### config.mk
export PLATFORM = sky130hd
export DESIGN_NAME = instr_fetch
export DESIGN_NICKNAME = d
export VERILOG_FILES = /design/src/rtl/cpu54_pkg.sv /design/src/rtl/ir_fields.sv /design/src/rtl/instr_fetch.sv
export SDC_FILE = /design/constraint.sdc
export NUM_CORES = 1
export LEC_CHECK = 0
export ABC_CLOCK_PERIOD_IN_PS = 4840
export CAP_MARGIN = 10
export CORE_MARGIN = 5
export CORE_UTILIZATION = 43
export CTS_BUF_LIST = sky130_fd_sc_hd__clkbuf_4
export CTS_CLUSTER_SIZE = 24
export DETAILED_ROUTE_END_ITERATION = 16
export PLACE_DENSITY = 0.83
export SETUP_SLACK_MARGIN = 0.4
export SKIP_LAST_GASP = 1
export SLEW_MARGIN = 20
export SYNTH_ARGS = -nofsm -noshare
export SYNTH_HDL_FRONTEND = slang
export SYNTH_SLANG_ARGS = --single-unit
### constraint.sdc
create_clock -name clk -period 4.84 [get_ports clk]
set_input_delay 0.968 -clock clk [delete_from_list [all_inputs] [get_ports clk]]
set_output_delay 0.968 -clock clk [all_outputs]
set_load 0.01 [all_outputs]
### src/rtl/cpu54_pkg.sv
// Shared types and constants for the cpu54 multicycle datapath blocks.
package cpu54_pkg;

    typedef enum logic [1:0] {
        ST_IDLE  = 2'd0,
        ST_FETCH = 2'd1,
        ST_ERR   = 2'd2
    } fetch_state_t;

    localparam logic [5:0] OP_ANDI = 6'h0C;
    localparam logic [5:0] OP_ORI  = 6'h0D;
    localparam logic [5:0] OP_XORI = 6'h0E;
    localparam logic [5:0] OP_LUI  = 6'h0F;

    localparam logic [1:0] ERR_NONE     = 2'd0;
    localparam logic [1:0] ERR_MISALIGN = 2'd1;
    localparam logic [1:0] ERR_TIMEOUT  = 2'd2;

    localparam logic [31:0] PC_RESET_DEFAULT = 32'h0040_0000;

endpackage

### src/rtl/ir_fields.sv
// Splits the instruction register into its MIPS fields and decodes the
// immediate extender's signed/unsigned select.
module ir_fields
    import cpu54_pkg::*;
(
    input  logic [31:0] ir,
    output logic [5:0]  op,
    output logic [5:0]  func,
    output logic [4:0]  rs,
    output logic [4:0]  rt,
    output logic [4:0]  rd,
    output logic [4:0]  shamt,
    output logic [15:0] imm16,
    output logic [25:0] index26,
    output logic        imm_signed
);

    assign op      = ir[31:26];
    assign rs      = ir[25:21];
    assign rt      = ir[20:16];
    assign rd      = ir[15:11];
    assign shamt   = ir[10:6];
    assign func    = ir[5:0];
    assign imm16   = ir[15:0];
    assign index26 = ir[25:0];

    // Logical immediates and lui take a zero-extended immediate.
    always_comb begin
        imm_signed = 1'b1;
        case (ir[31:26])
            OP_ANDI, OP_ORI, OP_XORI, OP_LUI: imm_signed = 1'b0;
            default:                          imm_signed = 1'b1;
        endcase
    end

endmodule

### src/rtl/instr_fetch.sv
// Multicycle instruction fetch: PC, fetch handshake with instruction memory,
// IR latch, misalignment and timeout detection.
module instr_fetch
    import cpu54_pkg::*;
#(
    parameter logic [31:0] RESET_PC = PC_RESET_DEFAULT,
    parameter int          TIMEOUT  = 16
) (
    input  logic        clk,
    input  logic        rst,
    input  logic        fetch_start,
    input  logic        pc_we,
    input  logic [31:0] pc_next,
    output logic        imem_req,
    output logic [31:0] imem_addr,
    input  logic [31:0] imem_rdata,
    input  logic        imem_ready,
    output logic [31:0] pc,
    output logic [31:0] pc_plus4,
    output logic [31:0] ir,
    output logic        ir_valid,
    output logic        fetch_done,
    output logic [5:0]  op,
    output logic [5:0]  func,
    output logic [4:0]  rs,
    output logic [4:0]  rt,
    output logic [4:0]  rd,
    output logic [4:0]  shamt,
    output logic [15:0] imm16,
    output logic [25:0] index26,
    output logic [3:0]  pc_hi4,
    output logic        imm_signed,
    output logic        err,
    output logic [1:0]  err_code
);

    localparam int CNT_W = $clog2(TIMEOUT + 1);

    fetch_state_t     state, state_nxt;
    logic [31:0]      fetch_addr;
    logic [31:0]      start_addr;
    logic [CNT_W-1:0] wait_cnt;
    logic             accept, load_ir, misalign, timeout_hit;

    // A same-cycle PC write redirects the fetch to the new target.
    assign start_addr = pc_we ? pc_next : pc;

    always_ff @(posedge clk or posedge rst) begin
        if (rst) state <= ST_IDLE;
        else     state <= state_nxt;
    end

    always_comb begin
        state_nxt   = state;
        accept      = 1'b0;
        load_ir     = 1'b0;
        misalign    = 1'b0;
        timeout_hit = 1'b0;
        case (state)
            ST_IDLE: begin
                if (fetch_start) begin
                    if (start_addr[1:0] != 2'b00) begin
                        misalign  = 1'b1;
                        state_nxt = ST_ERR;
                    end else begin
                        accept    = 1'b1;
                        state_nxt = ST_FETCH;
                    end
                end
            end
            ST_FETCH: begin
                if (imem_ready) begin
                    load_ir   = 1'b1;
                    state_nxt = ST_IDLE;
                end else if (wait_cnt == CNT_W'(TIMEOUT - 1)) begin
                    timeout_hit = 1'b1;
                    state_nxt   = ST_ERR;
                end
            end
            ST_ERR:  state_nxt = ST_ERR;
            default: state_nxt = ST_IDLE;
        endcase
    end

    // Request is a pure state decode so an async reset drops it immediately.
    assign imem_req  = (state == ST_FETCH);
    assign imem_addr = fetch_addr;
    assign err       = (state == ST_ERR);
    assign pc_plus4  = pc + 32'd4;
    assign pc_hi4    = pc[31:28];

    always_ff @(posedge clk or posedge rst) begin
        if (rst) begin
            pc         <= RESET_PC;
            fetch_addr <= 32'd0;
            ir         <= 32'd0;
            ir_valid   <= 1'b0;
            fetch_done <= 1'b0;
            wait_cnt   <= '0;
            err_code   <= ERR_NONE;
        end else begin
            fetch_done <= load_ir;
            if (state == ST_IDLE && pc_we)
                pc <= pc_next;
            if (state == ST_IDLE && fetch_start)
                ir_valid <= 1'b0;
            if (accept) begin
                fetch_addr <= start_addr;
                wait_cnt   <= '0;
            end
            if (state == ST_FETCH && !imem_ready)
                wait_cnt <= wait_cnt + CNT_W'(1);
            if (load_ir) begin
                ir       <= imem_rdata;
                ir_valid <= 1'b1;
                pc       <= fetch_addr + 32'd4;
            end
            if (misalign)
                err_code <= ERR_MISALIGN;
            if (timeout_hit)
                err_code <= ERR_TIMEOUT;
        end
    end

    ir_fields u_ir_fields (
        .ir         (ir),
        .op         (op),
        .func       (func),
        .rs         (rs),
        .rt         (rt),
        .rd         (rd),
        .shamt      (shamt),
        .imm16      (imm16),
        .index26    (index26),
        .imm_signed (imm_signed)
    );

endmodule

==> results of run 1 <==
==> logic make-up (layout without fill, tap and decap cells) <==
family                   after synthesis  after routing
XOR/XNOR                              56             56
buffers and inverters                118            314
AO/OA/AOI/OAI                         97             97
flip-flops                           107            107
multiplexers                          34             34
adder cells (fa/ha/maj)                4              4
other                                  0              1
AND/OR/NAND/NOR                      284            284
==> how the worst max path moves through the flow <==
stage	from	to	slack (ps)
2_1_floorplan	rst	err_code[0]	1060
3_3_place_gp	pc[3]	pc_plus4[20]	1340
3_5_place_dp	pc[3]	pc_plus4[20]	1210
4_1_cts	pc[3]	pc_plus4[20]	660
5_1_grt	pc[3]	pc_plus4[20]	430
6_report	pc[3]	pc_plus4[20]	690
==> power by group <==
group	leakage, nW	total [W]	switching, W	internal (W)
clock	0.0845	0.000504	0.000300	0.000204
sequential	1.40	0.00148	0.000378	0.00110
combinational	2.24	0.00167	0.000657	0.00101
==> Yosys cell counts, drive strengths merged (15+ instances only) <==
| master | count |
|---|---|
| nand3 | 36 |
| nor2 | 19 |
| nand4 | 15 |
| xnor2 | 28 |
| o21ai | 53 |
| buf | 87 |
| clkbuf | 21 |
| mux2i | 34 |
| nand2 | 161 |
| nor2b | 15 |
| dfrtp | 106 |
| xor2 | 28 |
==> flip-flops by register name (all words and copies together) (netlist names) <==
name	count
ir_valid	1
state	2
pc	32
ir	32
imem_addr	32
wait_cnt	5
err_code	2
fetch_done	1
==> cell type report <==
| type | count | share of cell area [%] |
|---|---|---|
| clock inverters | 7 | 0.9422 |
| multi-input cells | 475 | 31.98 |
| clock buffers | 9 | 0.7709 |
| flip-flops and latches | 107 | 30.56 |
| diodes | 1 | 0.02855 |
| well taps | 184 | 2.627 |
| repair buffers | 288 | 32.63 |
| inverters | 10 | 0.4568 |
==> routing by layer <==
metal,wire length [um],share of wire (%)
met5,0,0
met4,335,1.7
met3,1351,7.0
met2,9653,50
met1,8045,41
==> worst max-delay path: stages (launching register included) <==
cell                              delay (ps)
sky130_fd_sc_hd__dfrtp_1                 490
sky130_fd_sc_hd__ha_1                    250
sky130_fd_sc_hd__and4_1                  270
sky130_fd_sc_hd__nand3_1                 250
sky130_fd_sc_hd__nor2_1                  530
sky130_fd_sc_hd__nand4_1                 190
sky130_fd_sc_hd__xnor2_1                 170
sky130_fd_sc_hd__clkdlybuf4s50_1         550
==> per-stage QoR <==
stage / utilization (%) / power, W / hold WS (ps) / std cells / setup slack, ps
CTS: 60.92 / 0.003680 / 504.0 / 1080 / 656.2
floorplan: - / 0.002177 / 464.7 / 700 / 1056
finish: 61.00 / 0.003658 / 508.9 / 1081 / 693.1
global placement: 59.87 / 0.003133 / 462.0 / 1064 / 1339
detailed placement: 59.87 / 0.003167 / 469.4 / 1064 / 1214
global route: 61.00 / 0.003872 / 551.8 / 1081 / 432.0
==> flow_metrics.py, run 1 <==
metrics = {
    "cts": {
        "clock_tree.htree_level_count": 3,
        "cts_buffers": 9,
        "cts_post_setup_buffers_inserted": 0,
        "worstSkewPairLatency_ps": 470,
        "cts.sinks": 107,
        "cts_hold_buffers": 0,
        "cts_buffer_depth": 2,
        "ctsRootBufferMaster": "sky130_fd_sc_hd__clkbuf_4",
        "clk_pin_slew_worst_paths_ps": 160,
        "ctsResizeCount": 0,
        "tritoncts_clock_tree": "built",
    },
    "timing": {
        "fmax_ghz": 0.2411,
        "max_slew_margin_pct": 34.82,
        "report.final.setup_viol": 0,
        "fin_crit_sh_pct": 85.68,
        "fin_worst_skew_ps": 14.77,
        "period_minus_slack_ps": 4147,
        "final_max_slew_viol_count": 0,
        "final_hold_viol_count": 0,
        "unrepaired_setup_endpoints_after_global_routing": "no",
        "tightest_slew_ps": 977.7,
        "setup_total_neg_slack_ps": 0,
    },
    "setup_path": {
        "crit-reg2reg-launch": "state[0]",
        "timing.critical_path.arrival_ps": 3180,
        "rr_endpoint": "pc[12]",
        "timing.critical_path.fanout_max": 6,
        "rr_worst_depth": 6,
        "worst-r2r-setup-slack_ps": 2520,
        "critical_path_class": "reg2out",
        "critical_path.endpoint_type": "output port",
        "required_time_of_the_worst_setup_path_ps": 3870,
        "worstSetupStartpointType": "flop",
    },
    "detailed_routing": {
        "drtAntennaViolNets": 0,
        "avgRoutedWirePerCell_um": 17.93,
        "drtPass1Iterations": 5,
        "drt_wl_total_mm": 19.39,
        "detail_route.iter0.violations": 321,
        "remaining_drc_errors": 0,
        "vias": 5665,
        "detail_route.vias_per_cell": 5.241,
    },
    "yosys": {
        "asyncSetResetFlopFracSynth_pct": 100.0,
        "syn-instance-count": 700,
        "muxShareOfSynthArea_pct": 5.483,
        "synth.cell_area_um2": 6207,
        "ys_seq_area_share_pct": 43.16,
        "synth-xor-area-share_pct": 7.902,
        "synthAdderAreaFrac_pct": 0.8063,
        "synth.largest_area_cell": "sky130_fd_sc_hd__dfrtp_1",
        "netlist.area_leader.share_pct": 42.73,
        "ys_warn_count": 0,
        "yosys_register_bits": 107,
        "combinational_family_with_the_most_area_after_synthesis": "simple AND/OR/NAND/NOR gates",
        "synth_top_flop_cell": "sky130_fd_sc_hd__dfrtp_1",
        "post_synth.cell_area_avg_um2": 8.867,
        "synth.area.top_cells": "sky130_fd_sc_hd__dfrtp_1 43%, sky130_fd_sc_hd__nand2_1 9.7%, sky130_fd_sc_hd__buf_4 9.7%",
        "yosysUniqueCellTypes": 42,
        "syn-num-nets": 773,
        "synth-edff-count": 0,
        "synth_simple_gate_area_share_pct": 21.47,
        "compound_cell_area_share_of_the_yosys_netlist_pct": 9.131,
    },
    "floorplanning": {
        "floorplan.rows": 44,
        "core_area_um2": 14370,
        "start_util_pct": 43.20,
        "floorplan.io_pins": 282,
        "die_w_um": 130.1,
        "die_area_um2": 16940,
        "die_h_um": 130.1,
    },
    "final_layout": {
        "areaGrowthSynthToFinish_pct": 41.20,
        "layout.cell_area.non_filler_um2": 8765,
        "register_area_um2": 2679,
        "layout-drive-gt1-share_pct": 3.906,
        "mostFrequentLayoutCells": "280 x sky130_fd_sc_hd__clkdlybuf4s50_1, 160 x sky130_fd_sc_hd__nand2_1, 106 x sky130_fd_sc_hd__dfrtp_1",
        "mostFrequentLayoutCell": "sky130_fd_sc_hd__clkdlybuf4s50_1",
        "final_net_count": 964,
        "layout.filler_cells": 1192,
        "multi_input_gate_area_in_the_final_layout_um2": 2803,
    },
    "pwr": {
        "power.ir.vdd_worst_mv": 0.4214,
        "powerDensity_nw_per_um2": 417.3,
        "cellLeakagePower_nw": 3.721,
    },
    "grt": {
        "gr-max-usage-layer": "met2",
        "grt_usage_pct": 22.17,
        "grt_start_max_net_pins": 77,
        "grt_pass1_wl_mm": 29.37,
        "grtUsageMet3_pct": 3.807,
        "met2_usage_pct": 35.49,
        "initial_antenna_violation_count": 1,
        "global_route.overflow_total": 0,
        "first_global_vias": 5323,
        "grt.met1_usage_pct": 30.56,
    },
    "hold_path": {
        "hold_path_startpoint": "err_code[1]",
        "worst_hold_path_depth": 2,
        "hold_path.class": "reg2reg",
        "hold_path_end": "err_code[1]",
    },
    "status": {
        "run_status": "finished clean",
    },
    "placement": {
        "placed_cell_area_um2": 8603,
        "place_congestion": 0.8418,
        "dp_hpwl_mm": 14.34,
        "port_buffers": 281,
    },
    "run": {
        "maxCapViolations": 0,
    },
}
Note: power is estimated with default switching activity, not from simulation.
==> run 2: changes to the inputs <==
CTS_CLUSTER_SIZE = default   (was 24)
==> results of run 2 <==
Same layout as run 1: the final DEF is identical, and so are final timing and power.
==> run 3: changes to the inputs <==
ABC_CLOCK_PERIOD_IN_PS = 3600   (was 4840)
CORE_UTILIZATION = 39   (was 43)
PLACE_DENSITY = 0.79   (was 0.83)
clock period = 3.6 ns   (was 4.84 ns; I/O delays follow)
==> run 3 against run 2 <==
Design area is 1.4% higher. Register-to-register slack worse by 1200 ps. Total power is 33% higher. Critical path type unchanged. Critical endpoint is now pc_plus4[31]. Global-route usage is 1.0 points lower. Utilization is 4.7 points lower. Sequential share of layout area is 0.30 points lower. Critical path depth is 1 higher. Clock-buffer cell count is 1 higher. Flip-flop and latch count stayed put. Via count is 0.19% lower. Die area is 9.5% higher.
==> flow_metrics.py, run 3 (synthesized netlist as in run 1, its figures left out) <==
metrics = {
    "detailed_routing": {
        "detail_route.vias_per_cell": 5.004,
        "drtPass1Iterations": 5,
        "drt_wl_total_mm": 20.14,
        "avgRoutedWirePerCell_um": 17.82,
        "drtAntennaViolNets": 0,
        "detail_route.iter0.violations": 384,
        "vias": 5654,
        "remaining_drc_errors": 0,
    },
    "setup_path": {
        "timing.critical_path.fanout_max": 4,
        "worst_path_dominant_cell_family": "simple AND/OR/NAND/NOR gates",
        "critical_path_class": "reg2out",
        "crit_path_top_delay_cell": "sky130_fd_sc_hd__or4b_4",
        "worstSetupStartpointType": "flop",
        "crit_top_cell": "sky130_fd_sc_hd__buf_4",
        "timing.critical_path.arrival_ps": 2420,
        "critical_path.endpoint_type": "output port",
        "crit_chain": "buf_4, nand3_2, or4b_4, nor4_4, buf_4, nand3_1, xnor2_1, clkbuf_2",
        "largest_stage_delay_on_the_critical_path_ps": 600,
        "worst-r2r-setup-slack_ps": 1330,
        "cp_num_buf_inv": 3,
        "required_time_of_the_worst_setup_path_ps": 2880,
    },
    "grt": {
        "grt_pass1_wl_mm": 30.73,
        "first_global_vias": 5584,
        "grt_start_max_net_pins": 65,
        "initial_antenna_violation_count": 1,
        "grt_usage_pct": 21.12,
        "global_route.overflow_total": 0,
    },
    "final_layout": {
        "register_area_um2": 2689,
        "layout-drive-gt1-share_pct": 8.872,
        "mostFrequentLayoutCells": "263 x sky130_fd_sc_hd__clkdlybuf4s50_1, 160 x sky130_fd_sc_hd__nand2_1, 98 x sky130_fd_sc_hd__dfrtp_1",
        "multi_input_gate_area_in_the_final_layout_um2": 2840,
        "areaGrowthSynthToFinish_pct": 43.14,
        "mostFrequentLayoutCell": "sky130_fd_sc_hd__clkdlybuf4s50_1",
        "final_core_util_pct": 56.34,
        "layout.cells.non_filler": 1130,
        "layout.filler_cells": 1408,
        "final_net_count": 981,
    },
    "floorplanning": {
        "core_area_um2": 15770,
        "die_w_um": 136.2,
        "die_h_um": 136.2,
        "floorplan.rows": 46,
        "start_util_pct": 39.36,
        "die_area_um2": 18540,
        "floorplan.io_pins": 282,
    },
    "hold_path": {
        "hold_path.class": "reg2reg",
    },
    "timing": {
        "hold_ws_ps": 518.2,
        "fmax_ghz": 0.3182,
        "final_max_slew_viol_count": 0,
        "postLayoutSetupSlackWorst_ps": 457.3,
        "report.final.setup_viol": 0,
        "final_hold_viol_count": 0,
        "period_minus_slack_ps": 3143,
        "unrepaired_setup_endpoints_after_global_routing": "yes",
        "fin_crit_sh_pct": 87.30,
        "max_slew_margin_pct": 48.20,
        "setup_total_neg_slack_ps": 0,
        "tightest_slew_ps": 774.1,
        "fin_worst_skew_ps": 22.33,
    },
    "placement": {
        "preCtsSetupSlack_ps": 311.7,
        "place_congestion": 0.8510,
        "port_buffers": 281,
        "dp_hpwl_mm": 14.78,
        "dp_cells": 1099,
    },
    "cts": {
        "clock_tree.htree_level_count": 3,
        "tritoncts_clock_tree": "built",
        "worstSkewPairLatency_ps": 490,
        "cts_buffer_depth": 2,
        "cts_buffers": 9,
        "clk_pin_slew_worst_paths_ps": 180,
        "ctsRootBufferMaster": "sky130_fd_sc_hd__clkbuf_4",
        "cts.sinks": 107,
        "cts_hold_buffers": 0,
    },
    "run": {
        "maxCapViolations": 0,
    },
    "status": {
        "run_status": "finished clean",
    },
    "pwr": {
        "powerDensity_nw_per_um2": 545.7,
        "power.ir.vdd_worst_mv": 0.4727,
        "cellLeakagePower_nw": 3.787,
    },
}
-- run 3: cell count changes in the layout (fill, tap and decap cells not counted), moves of 3 or more --
cell	change
sky130_fd_sc_hd__clkdlybuf4s50_1	-17
sky130_fd_sc_hd__buf_4	+16
sky130_fd_sc_hd__clkbuf_2	+8
sky130_fd_sc_hd__dfrtp_1	-8
sky130_fd_sc_hd__dfrtp_2	+8
sky130_fd_sc_hd__dlygate4sd2_1	+5
sky130_fd_sc_hd__buf_2	+4
sky130_fd_sc_hd__nand3_1	-3
-- run 3: worst reg2reg max path, delay by kind of cell (launching register included) --
family	cells	cell delay (ps)
simple gates	3	970
flops	1	480
buf+inv	1	370
compound gates	2	310
-- run 3: power by group --
| part | total, W | switching, W | leakage [nW] | internal [W] |
|---|---|---|---|---|
| Clock | 0.000556 | 0.000411 | 0.0673 | 0.000145 |
| Sequential | 0.00195 | 0.000461 | 1.39 | 0.00149 |
| Combinational | 0.00234 | 0.000966 | 2.33 | 0.00137 |
-- run 3: stage by stage --
step | power [W] | instance area [um2]
after floorplan | 0.002927 | 6211
after global placement | 0.004224 | 8680
after detailed placement | 0.004258 | 8680
after CTS | 0.004892 | 8905
after global routing | 0.005156 | 8885
final | 0.004848 | 8885
-- run 3: layer usage --
metal	GRT usage, %	wire length [um]
met5	0	0
met4	7.783	420
met3	3.701	1265
met2	34.26	9819
met1	28.34	8635
-- run 3: final cells by class --
type,instances,share of cell area (%)
antenna,1,0.02817
clock buffer,10,0.8450
clock inverter,6,0.3661
inverter,10,0.4647
multi-input combinational,475,31.97
sequential,107,30.26
tap,216,3.042
timing repair buffer,305,33.02
-- run 3: path summary, 6_finish.rpt --
| kind | start | endpoint | depth (start not counted) |
|---|---|---|---|
| worst max register to register | state[0] | pc[17] | 6 |
| min in group asynchronous | rst | ir[0] | 2 |
| worst min register to register | err_code[1] | err_code[1] | 2 |
| worst max-delay path | pc[2] | pc_plus4[31] | 8 |
| worst min-delay path | err_code[1] | err_code[1] | 2 |
| max in group asynchronous | rst | pc[9] | 3 |
-- run 3: timing repair --
action / 4_1_cts / 5_1_grt
setup endpoints to repair: 19 / 11
pin swaps: 2 / 3
setup buffers: 14 / 0
gates resized for setup: 41 / 24
